--- src/rtl/alu_op_sequencer_if.sv ---
// Command, datapath and result bundle for the ALU op sequencer.
// slave = the sequencer; master = command source, datapath and result consumer.
interface alu_op_sequencer_if #(
  parameter int WIDTH = 32
) ();
  logic             cmd_valid;
  logic             cmd_ready;
  logic [2:0]       cmd_op;
  logic [WIDTH-1:0] cmd_a;
  logic [WIDTH-1:0] cmd_b;

  logic [WIDTH-1:0] alu_a;
  logic [WIDTH-1:0] alu_b;
  logic [2:0]       alu_muxindex;
  logic             alu_sub;
  logic [WIDTH-1:0] alu_result;
  logic             alu_carryout;
  logic             alu_overflow;

  logic             res_valid;
  logic             res_ready;
  logic [WIDTH-1:0] res_data;
  logic             res_zero;
  logic             res_carryout;
  logic             res_overflow;

  modport master (
    output cmd_valid, cmd_op, cmd_a, cmd_b,
    input  cmd_ready,
    input  alu_a, alu_b, alu_muxindex, alu_sub,
    output alu_result, alu_carryout, alu_overflow,
    input  res_valid, res_data, res_zero, res_carryout, res_overflow,
    output res_ready
  );

  modport slave (
    input  cmd_valid, cmd_op, cmd_a, cmd_b,
    output cmd_ready,
    output alu_a, alu_b, alu_muxindex, alu_sub,
    input  alu_result, alu_carryout, alu_overflow,
    output res_valid, res_data, res_zero, res_carryout, res_overflow,
    input  res_ready
  );
endinterface

--- src/rtl/alu_op_sequencer.sv ---
// Decodes ALU commands, holds operands stable while the structural datapath
// settles for SETTLE_CYCLES, then captures result and flags for the consumer.
module alu_op_sequencer #(
  parameter int WIDTH         = 32,
  parameter int SETTLE_CYCLES = 4
) (
  input  logic              clk,
  input  logic              reset,
  alu_op_sequencer_if.slave bus
);
  typedef enum logic [1:0] {IDLE, SETTLE, HOLD} state_e;

  typedef struct packed {
    logic [2:0] mux;
    logic       sub;
  } dec_t;

  localparam logic [3:0] CNT_LOAD = 4'(SETTLE_CYCLES - 1);

  function automatic dec_t decode(input logic [2:0] op);
    dec_t d;
    case (op)
      3'd0:    d = '{mux: 3'd0, sub: 1'b0};  // ADD
      3'd1:    d = '{mux: 3'd0, sub: 1'b1};  // SUB
      3'd2:    d = '{mux: 3'd1, sub: 1'b0};  // XOR
      3'd3:    d = '{mux: 3'd2, sub: 1'b1};  // SLT compares via subtraction
      3'd4:    d = '{mux: 3'd3, sub: 1'b0};  // AND
      3'd5:    d = '{mux: 3'd4, sub: 1'b0};  // NAND
      3'd6:    d = '{mux: 3'd5, sub: 1'b0};  // NOR
      default: d = '{mux: 3'd6, sub: 1'b0};  // OR
    endcase
    return d;
  endfunction

  state_e           state_q, state_d;
  logic [3:0]       cnt_q, cnt_d;
  logic [WIDTH-1:0] alu_a_q, alu_a_d;
  logic [WIDTH-1:0] alu_b_q, alu_b_d;
  logic [2:0]       alu_muxindex_q, alu_muxindex_d;
  logic             alu_sub_q, alu_sub_d;
  logic             res_valid_q, res_valid_d;
  logic [WIDTH-1:0] res_data_q, res_data_d;
  logic             res_zero_q, res_zero_d;
  logic             res_carryout_q, res_carryout_d;
  logic             res_overflow_q, res_overflow_d;

  logic cmd_ready;
  logic accept;
  logic adder_op;
  dec_t dec;

  assign cmd_ready = !reset && (state_q == IDLE || (state_q == HOLD && bus.res_ready));
  assign accept    = bus.cmd_valid && cmd_ready;
  // Only ADD and SUB route the adder through select 0, so its flags are meaningful only there.
  assign adder_op  = (alu_muxindex_q == 3'd0);
  assign dec       = decode(bus.cmd_op);

  always_comb begin
    state_d        = state_q;
    cnt_d          = cnt_q;
    alu_a_d        = alu_a_q;
    alu_b_d        = alu_b_q;
    alu_muxindex_d = alu_muxindex_q;
    alu_sub_d      = alu_sub_q;
    res_valid_d    = res_valid_q;
    res_data_d     = res_data_q;
    res_zero_d     = res_zero_q;
    res_carryout_d = res_carryout_q;
    res_overflow_d = res_overflow_q;

    case (state_q)
      IDLE: ;
      SETTLE: begin
        if (cnt_q == 4'd0) begin
          res_data_d     = bus.alu_result;
          res_zero_d     = (bus.alu_result == '0);
          res_carryout_d = bus.alu_carryout && adder_op;
          res_overflow_d = bus.alu_overflow && adder_op;
          res_valid_d    = 1'b1;
          state_d        = HOLD;
        end else begin
          cnt_d = cnt_q - 4'd1;
        end
      end
      HOLD: begin
        if (bus.res_ready) begin
          res_valid_d = 1'b0;
          state_d     = IDLE;
        end
      end
      default: state_d = IDLE;
    endcase

    // cmd_ready already restricts accepts to IDLE or a draining HOLD.
    if (accept) begin
      alu_a_d        = bus.cmd_a;
      alu_b_d        = bus.cmd_b;
      alu_muxindex_d = dec.mux;
      alu_sub_d      = dec.sub;
      cnt_d          = CNT_LOAD;
      state_d        = SETTLE;
    end
  end

  always_ff @(posedge clk) begin
    if (reset) begin
      state_q        <= IDLE;
      cnt_q          <= '0;
      alu_a_q        <= '0;
      alu_b_q        <= '0;
      alu_muxindex_q <= '0;
      alu_sub_q      <= 1'b0;
      res_valid_q    <= 1'b0;
      res_data_q     <= '0;
      res_zero_q     <= 1'b0;
      res_carryout_q <= 1'b0;
      res_overflow_q <= 1'b0;
    end else begin
      state_q        <= state_d;
      cnt_q          <= cnt_d;
      alu_a_q        <= alu_a_d;
      alu_b_q        <= alu_b_d;
      alu_muxindex_q <= alu_muxindex_d;
      alu_sub_q      <= alu_sub_d;
      res_valid_q    <= res_valid_d;
      res_data_q     <= res_data_d;
      res_zero_q     <= res_zero_d;
      res_carryout_q <= res_carryout_d;
      res_overflow_q <= res_overflow_d;
    end
  end

  assign bus.cmd_ready    = cmd_ready;
  assign bus.alu_a        = alu_a_q;
  assign bus.alu_b        = alu_b_q;
  assign bus.alu_muxindex = alu_muxindex_q;
  assign bus.alu_sub      = alu_sub_q;
  assign bus.res_valid    = res_valid_q;
  assign bus.res_data     = res_data_q;
  assign bus.res_zero     = res_zero_q;
  assign bus.res_carryout = res_carryout_q;
  assign bus.res_overflow = res_overflow_q;
endmodule

--- src/flat_wrapper.sv ---
// flat-port wrapper written by rule: the top's interface ports become plain ports
module alu_op_sequencer_flat 
#(
  parameter int WIDTH         = 32,
  parameter int SETTLE_CYCLES = 4
)
  (clk, reset, bus_cmd_valid, bus_cmd_op, bus_cmd_a, bus_cmd_b, bus_cmd_ready, bus_alu_a, bus_alu_b, bus_alu_muxindex, bus_alu_sub, bus_alu_result, bus_alu_carryout, bus_alu_overflow, bus_res_valid, bus_res_data, bus_res_zero, bus_res_carryout, bus_res_overflow, bus_res_ready);
  alu_op_sequencer_if #(.WIDTH(WIDTH)) bus_i ();
  input  logic clk;
  input  logic reset;
  input wire logic [$bits(bus_i.cmd_valid)-1:0] bus_cmd_valid;
  input wire logic [$bits(bus_i.cmd_op)-1:0] bus_cmd_op;
  input wire logic [$bits(bus_i.cmd_a)-1:0] bus_cmd_a;
  input wire logic [$bits(bus_i.cmd_b)-1:0] bus_cmd_b;
  output wire logic [$bits(bus_i.cmd_ready)-1:0] bus_cmd_ready;
  output wire logic [$bits(bus_i.alu_a)-1:0] bus_alu_a;
  output wire logic [$bits(bus_i.alu_b)-1:0] bus_alu_b;
  output wire logic [$bits(bus_i.alu_muxindex)-1:0] bus_alu_muxindex;
  output wire logic [$bits(bus_i.alu_sub)-1:0] bus_alu_sub;
  input wire logic [$bits(bus_i.alu_result)-1:0] bus_alu_result;
  input wire logic [$bits(bus_i.alu_carryout)-1:0] bus_alu_carryout;
  input wire logic [$bits(bus_i.alu_overflow)-1:0] bus_alu_overflow;
  output wire logic [$bits(bus_i.res_valid)-1:0] bus_res_valid;
  output wire logic [$bits(bus_i.res_data)-1:0] bus_res_data;
  output wire logic [$bits(bus_i.res_zero)-1:0] bus_res_zero;
  output wire logic [$bits(bus_i.res_carryout)-1:0] bus_res_carryout;
  output wire logic [$bits(bus_i.res_overflow)-1:0] bus_res_overflow;
  input wire logic [$bits(bus_i.res_ready)-1:0] bus_res_ready;
  assign bus_i.cmd_valid = bus_cmd_valid;
  assign bus_i.cmd_op = bus_cmd_op;
  assign bus_i.cmd_a = bus_cmd_a;
  assign bus_i.cmd_b = bus_cmd_b;
  assign bus_cmd_ready = bus_i.cmd_ready;
  assign bus_alu_a = bus_i.alu_a;
  assign bus_alu_b = bus_i.alu_b;
  assign bus_alu_muxindex = bus_i.alu_muxindex;
  assign bus_alu_sub = bus_i.alu_sub;
  assign bus_i.alu_result = bus_alu_result;
  assign bus_i.alu_carryout = bus_alu_carryout;
  assign bus_i.alu_overflow = bus_alu_overflow;
  assign bus_res_valid = bus_i.res_valid;
  assign bus_res_data = bus_i.res_data;
  assign bus_res_zero = bus_i.res_zero;
  assign bus_res_carryout = bus_i.res_carryout;
  assign bus_res_overflow = bus_i.res_overflow;
  assign bus_i.res_ready = bus_res_ready;
  alu_op_sequencer #(.WIDTH(WIDTH), .SETTLE_CYCLES(SETTLE_CYCLES)) u_core (.clk(clk), .reset(reset), .bus(bus_i));
endmodule
--- config.mk ---
export PLATFORM = sky130hd
export DESIGN_NAME = alu_op_sequencer_flat
export DESIGN_NICKNAME = d
export VERILOG_FILES = /design/src/rtl/alu_op_sequencer_if.sv /design/src/rtl/alu_op_sequencer.sv /design/src/flat_wrapper.sv
export SDC_FILE = /design/constraint.sdc
export NUM_CORES = 1
export LEC_CHECK = 0
export BUFFER_PORTS_ARGS = -buffer_cell sky130_fd_sc_hd__buf_2
export CORE_ASPECT_RATIO = 0.8
export CORE_MARGIN = 3
export CORE_UTILIZATION = 47
export CTS_BUF_LIST = sky130_fd_sc_hd__clkbuf_4 sky130_fd_sc_hd__clkbuf_8 sky130_fd_sc_hd__clkbuf_16
export CTS_CLUSTER_SIZE = 30
export DETAILED_ROUTE_END_ITERATION = 6
export PLACE_DENSITY = 0.78
export SLEW_MARGIN = 20
export SYNTH_ARGS = -nofsm -noshare
export SYNTH_HDL_FRONTEND = slang
export SYNTH_SLANG_ARGS = --single-unit
--- constraint.sdc ---
create_clock -name clk -period 2.2 [get_ports clk]
set_input_delay 0.55 -clock clk [delete_from_list [all_inputs] [get_ports clk]]
set_output_delay 0.55 -clock clk [all_outputs]
set_load 0.02 [all_outputs]
* Word-level counts from Yosys, hierarchy flattened
Cells that the tools add are included.
** Cells by class
- Add/sub/neg operators :: 1
- Equality and inequality tests :: 14
- Muxes and demuxes :: 11
- Bitwise operators :: 2
- Reduce and logical (&&, ||, !) cells :: 21
** Operators with widths (number)
- $logic_not A32 Y1 :: 1
- $pmux W4 S7 :: 1
- $mux W2 :: 5
- $eq A3 B3 Y1 const B :: 3
- $reduce_and A3 Y1 :: 3
- $eq A3 B2 Y1 const B :: 2
- $logic_not A3 Y1 :: 2
- $ne A2 B1 Y1 const B :: 3
- $pmux W2 S3 :: 1
- $reduce_and A2 Y1 :: 3
- $logic_and A1 B1 Y1 :: 5
- $logic_not A4 Y1 :: 1
- $reduce_bool A2 Y1 :: 2
- $sub A4 B1 Y4 const B :: 1
- $eq A3 B1 Y1 const B :: 1
- $mux W1 :: 3
- $ne A3 B1 Y1 const B :: 1
- $ne A3 B2 Y1 const B :: 1
- $eq A2 B1 Y1 const B :: 1
- $eq A2 B2 Y1 const B :: 1
- $logic_not A2 Y1 :: 1
- $ne A2 B2 Y1 const B :: 1
- $not A1 Y1 :: 2
- $pmux W1 S2 :: 1
- other kinds (3) :: 3
** Storage, ports and cells
- Register bits :: 110
- Output and inout port bits :: 105
- Logic and storage cells :: 62

* Logic depth before layout (Yosys ltp)
- Word-level depth :: 7
- Depth in mapped cells :: 7
- Depth with buffers taken out :: 5

* Least setup slack after synthesis
OpenSTA, ideal clock, no wires.
- Path type :: input to output
- Start point :: input reset
- End point :: output bus_cmd_ready
- Arrival time :: 1.620 ns
- Slack :: 0.030 ns
- Stages :: 5
- Buffers on the path :: 3
- Path through :: buf_2 > or2_2 > buf_2 > buf_2 > nor2_1
** On the way
- Longest elaborated chain between the ends :: 2
** Ends and longest elaborated chain
- from (decl) :: RTL line flat_wrapper.sv:10 : input logic reset;
- $logic_not A1 Y1 :: RTL line alu_op_sequencer.sv:52 : assign cmd_ready = !reset && (state_q == IDLE || (state_q == HOLD && bus.res_ready));
- $logic_and A1 B1 Y1 :: RTL line alu_op_sequencer.sv:52
- to (decl) :: RTL line flat_wrapper.sv:15 : output wire logic [$bits(bus_i.cmd_ready)-1:0] bus_cmd_ready;
Every way passes these cells.

* Final worst setup path
- Start point :: register u_core.state_q[0]
- End point :: output bus_cmd_ready
** On the way
- Longest elaborated chain between the ends :: 4
- Elaborated cells on any way between the ends :: 5
- Those cells by class :: 1 x eq/ne; 4 x reduce/logical
** Ends and longest elaborated chain
- from (decl) :: RTL line alu_op_sequencer.sv:35 : state_e state_q, state_d;
- from (signal assigned) :: RTL line alu_op_sequencer.sv:119 : state_q <= state_d;
- $eq A2 B2 Y1 :: RTL line alu_op_sequencer.sv:52
- $logic_and A1 B1 Y1 :: RTL line alu_op_sequencer.sv:52
- $logic_or A1 B1 Y1 (*) :: RTL line alu_op_sequencer.sv:52
- $logic_and A1 B1 Y1 (*) :: RTL line alu_op_sequencer.sv:52
Every way passes the cells marked *; elsewhere a longest branch is shown, timed or not.

==> impl_metrics.json <==
{
  "status": "completed",
  "crit_fanout": 9,
  "leakage_nw": 2.606,
  "slowest_delay_ns": 0.42,
  "synth_area_per_cell_um2": 8.576,
  "antenna_found_initial": 0,
  "fin_crit_ns": 1.996,
  "syn-cell-area_um2": 4639,
  "path_cells": "or2_2, nor2_1, buf_2",
  "tightestPinTransition_ns": 0.6910,
  "cts_max_level": 3,
  "r2r_setup_slack_ns": 0.31,
  "grt_max_degree": 69,
  "cp.depth": 3,
  "finClkSkew_ns": 0.005112,
  "critPathKind": "reg2out",
  "drt_iter0_drc": 556,
  "post_cts_resized": 0,
  "slew_headroom": 0.5394,
  "ir_worst_vdd_mv": 0.3980,
  "grt_pass1_wl_um": 22360,
  "crit_end": "bus_cmd_ready",
  "yosysWarnings": 0,
  "hold_viol_final": 0,
  "hold_path_class": "in2reg",
  "grt_util_all_layers": 0.2482,
  "placedCellCount": 829,
  "vias": 5031,
  "switching_share": 0.2717,
  "fp.dieArea_um2": 11110,
  "design.core.area_um2": 9348,
  "p_comb_frac": 0.170,
  "worstReg2RegStart": "u_core.cnt_q[0]$_SDFFE_PP0P_",
  "reg2reg_depth": 5,
  "wl_um": 14510,
  "io_buffers": 209,
  "synthToLayoutAreaGrowth_pct": 31.12,
  "required_ns": 1.65,
  "wl_per_cell_um": 17.19,
  "power.density_nw_per_um2": 773.2,
  "dr.pass1.iters": 4,
  "avgViaCountPerCell": 5.961,
  "r2r_end": "u_core.cnt_q[1]$_SDFFE_PP0P_",
  "cts_tree": "yes",
  "synth_seq_cells": 110,
  "crit_slowest_cell": "dfxtp_1",
  "grt_pass1_vias": 4589,
  "gp_congestion": 0.7927,
  "setup_tns_ns": 0,
  "final_common_cell": "buf_2",
  "cts-root-buf": "clkbuf_16",
  "p_seq_frac": 0.455,
  "worstPathArrival_ns": 1.45,
  "max_freq_ghz": 0.5011,
  "num_rows": 31,
  "grt_setup_unrepaired": "false",
  "slew_violations": 0,
  "internal_power_mw": 3.426,
  "antenna-diode-count": 0,
  "ant_nets": 0,
  "synth_nets": 648,
  "p_sw_mw": 1.278,
  "start_util": 0.4963,
  "insertion_delay_ns": 0.34,
  "clk_path_buf_depth": 2,
  "max-cap-violations": 0,
  "cts.sinks": 110,
  "critPathLaunchType": "flop",
  "final_cell_mix": "buf_2 (208), dfxtp_1 (110), a21oi_1 (102)",
  "dp_hpwl_um": 9895,
  "gr-total-overflow": 0,
  "clockPowerShare": 0.374,
  "path_delay_family": "simple AND/OR/NAND/NOR gates",
  "yosysSeqAreaShare": 0.4746,
  "chipWidth_um": 117.1,
  "drc": 0,
  "ctsHoldBuffers": 0,
  "finalCritPeriodShare": 0.9070,
  "post_cts_buffers": 0,
  "fin_nets": 815,
  "final_cells": 844,
  "setup_viol": 0,
  "drive_gt1_frac": 0.3581,
  "critPathBufInv": 1,
  "syn_inst": 541,
  "path_clk_slew_ns": 0.07,
  "synth_cell_types": 36,
  "startpoint": "u_core.state_q[0]$_SDFFE_PP0P_",
  "ios": 210,
  "critPathCaptureType": "output port",
  "cts_made_buffers": 9,
  "die_height_um": 94.87,
  "finish.utilization": 0.6508
}
cells in the mapped netlist:
cell type / number / area [µm²]
a211oi_1: 1 / 7.510
nor3_1: 2 / 10.01
nor4_1: 7 / 43.79
nor3b_1: 2 / 15.01
inv_1: 4 / 15.01
buf_6: 1 / 11.26
clkbuf_1: 44 / 165.2
dfxtp_1: 110 / 2202
or3b_2: 2 / 17.52
nand3_1: 35 / 175.2
nand2b_2: 1 / 8.760
nor2_1: 4 / 15.01
o311ai_0: 2 / 17.52
nand3b_1: 2 / 15.01
xnor2_1: 1 / 8.760
mux2i_1: 2 / 20.02
a21oi_1: 102 / 510.5
clkbuf_2: 1 / 5.000
buf_1: 9 / 33.78
or3_1: 1 / 6.260
or4_4: 1 / 11.26
o21ai_0: 38 / 190.2
nand4_1: 68 / 425.4
nand2b_1: 2 / 12.51
nor3_2: 1 / 10.01
ha_1: 2 / 25.02
o211ai_1: 1 / 7.510
and4_1: 1 / 8.760
a211oi_2: 1 / 12.51
and3_1: 1 / 6.260
nor2b_1: 2 / 12.51
buf_2: 16 / 80.08
nand2_1: 5 / 18.77
a31oi_1: 1 / 6.260
or2_2: 1 / 6.260
o31ai_1: 67 / 503.0
metal layers:
metal,up-vias,GRT usage,routed length (µm)
met5,-,0,0
met4,0,0.08883,306
met3,29,0.06342,1043
met2,211,0.3982,7002
met1,2388,0.3237,6153
li1,2403,-,-
cell type report:
cell class / count / area (µm²)
Clock buffer: 12 / 260.3
Clock inverter: 3 / 67.56
Sequential cell: 110 / 2202
Timing Repair Buffer: 227 / 1221
Multi-Input combinational cell: 356 / 2152
Tap cell: 132 / 165.2
Fill cell: 788 / 3264
Inverter: 4 / 15.01
metrics by stage:
stage	cell area [µm²]	total power, mW	hold slack [ns]	setup WS [ns]
after detailed placement	5756	2.977	0.4579	0.3387
after global routing	6083	4.880	0.4518	0.1501
after global placement	5756	2.955	0.4440	0.3869
after floorplan	4639	2.667	0.4826	0.02959
final	6083	4.704	0.4431	0.2045
after CTS	6083	4.724	0.4295	0.2072
power by group through the flow:
| stage | Clock [mW] | Sequential (mW) | Combinational, mW |
|---|---|---|---|
| 2_1_floorplan | 0 | 2.29 | 0.380 |
| 3_3_place_gp | 0 | 2.18 | 0.773 |
| 3_5_place_dp | 0 | 2.19 | 0.791 |
| 4_1_cts | 1.79 | 2.14 | 0.795 |
| 5_1_grt | 1.86 | 2.15 | 0.867 |
| 6_report | 1.76 | 2.14 | 0.800 |
how the worst min path moves through the flow:
stage / start / end / depth (start not counted)
after floorplan: u_core.cnt_q[0]$_SDFFE_PP0P_ / u_core.cnt_q[0]$_SDFFE_PP0P_ / 2
after global placement: u_core.bus.res_valid$_SDFFE_PP0P_ / u_core.bus.res_valid$_SDFFE_PP0P_ / 2
after detailed placement: u_core.bus.alu_sub$_SDFFE_PP0P_ / u_core.bus.alu_sub$_SDFFE_PP0P_ / 2
after CTS: bus_cmd_op[0] / u_core.bus.alu_muxindex[0]$_SDFFE_PP0P_ / 2
after global routing: bus_cmd_a[7] / u_core.bus.alu_a[7]$_SDFFE_PP0P_ / 3
final: bus_cmd_op[0] / u_core.bus.alu_muxindex[0]$_SDFFE_PP0P_ / 2
flip-flops by register name, indices dropped and copies added (netlist names):
name and count:
u_core.bus.res_carryout 1, u_core.cnt_q 4, u_core.bus.res_zero 1, u_core.bus.res_valid 1, u_core.bus.alu_sub 1, u_core.bus.alu_a 32
u_core.bus.alu_muxindex 3, u_core.bus.res_data 32, u_core.bus.res_overflow 1, u_core.state_q 2, u_core.bus.alu_b 32
cell families after synthesis:
kind of cell | count (synthesis) | synth area share
flops | 110 | 0.4746
fa+ha+maj | 2 | 0.005393
simple gates | 138 | 0.1764
xor+xnor | 1 | 0.001888
buf+inv | 75 | 0.06688
compound gates | 213 | 0.2705
mux | 2 | 0.004315
Power figures use the tool's default switching activity.
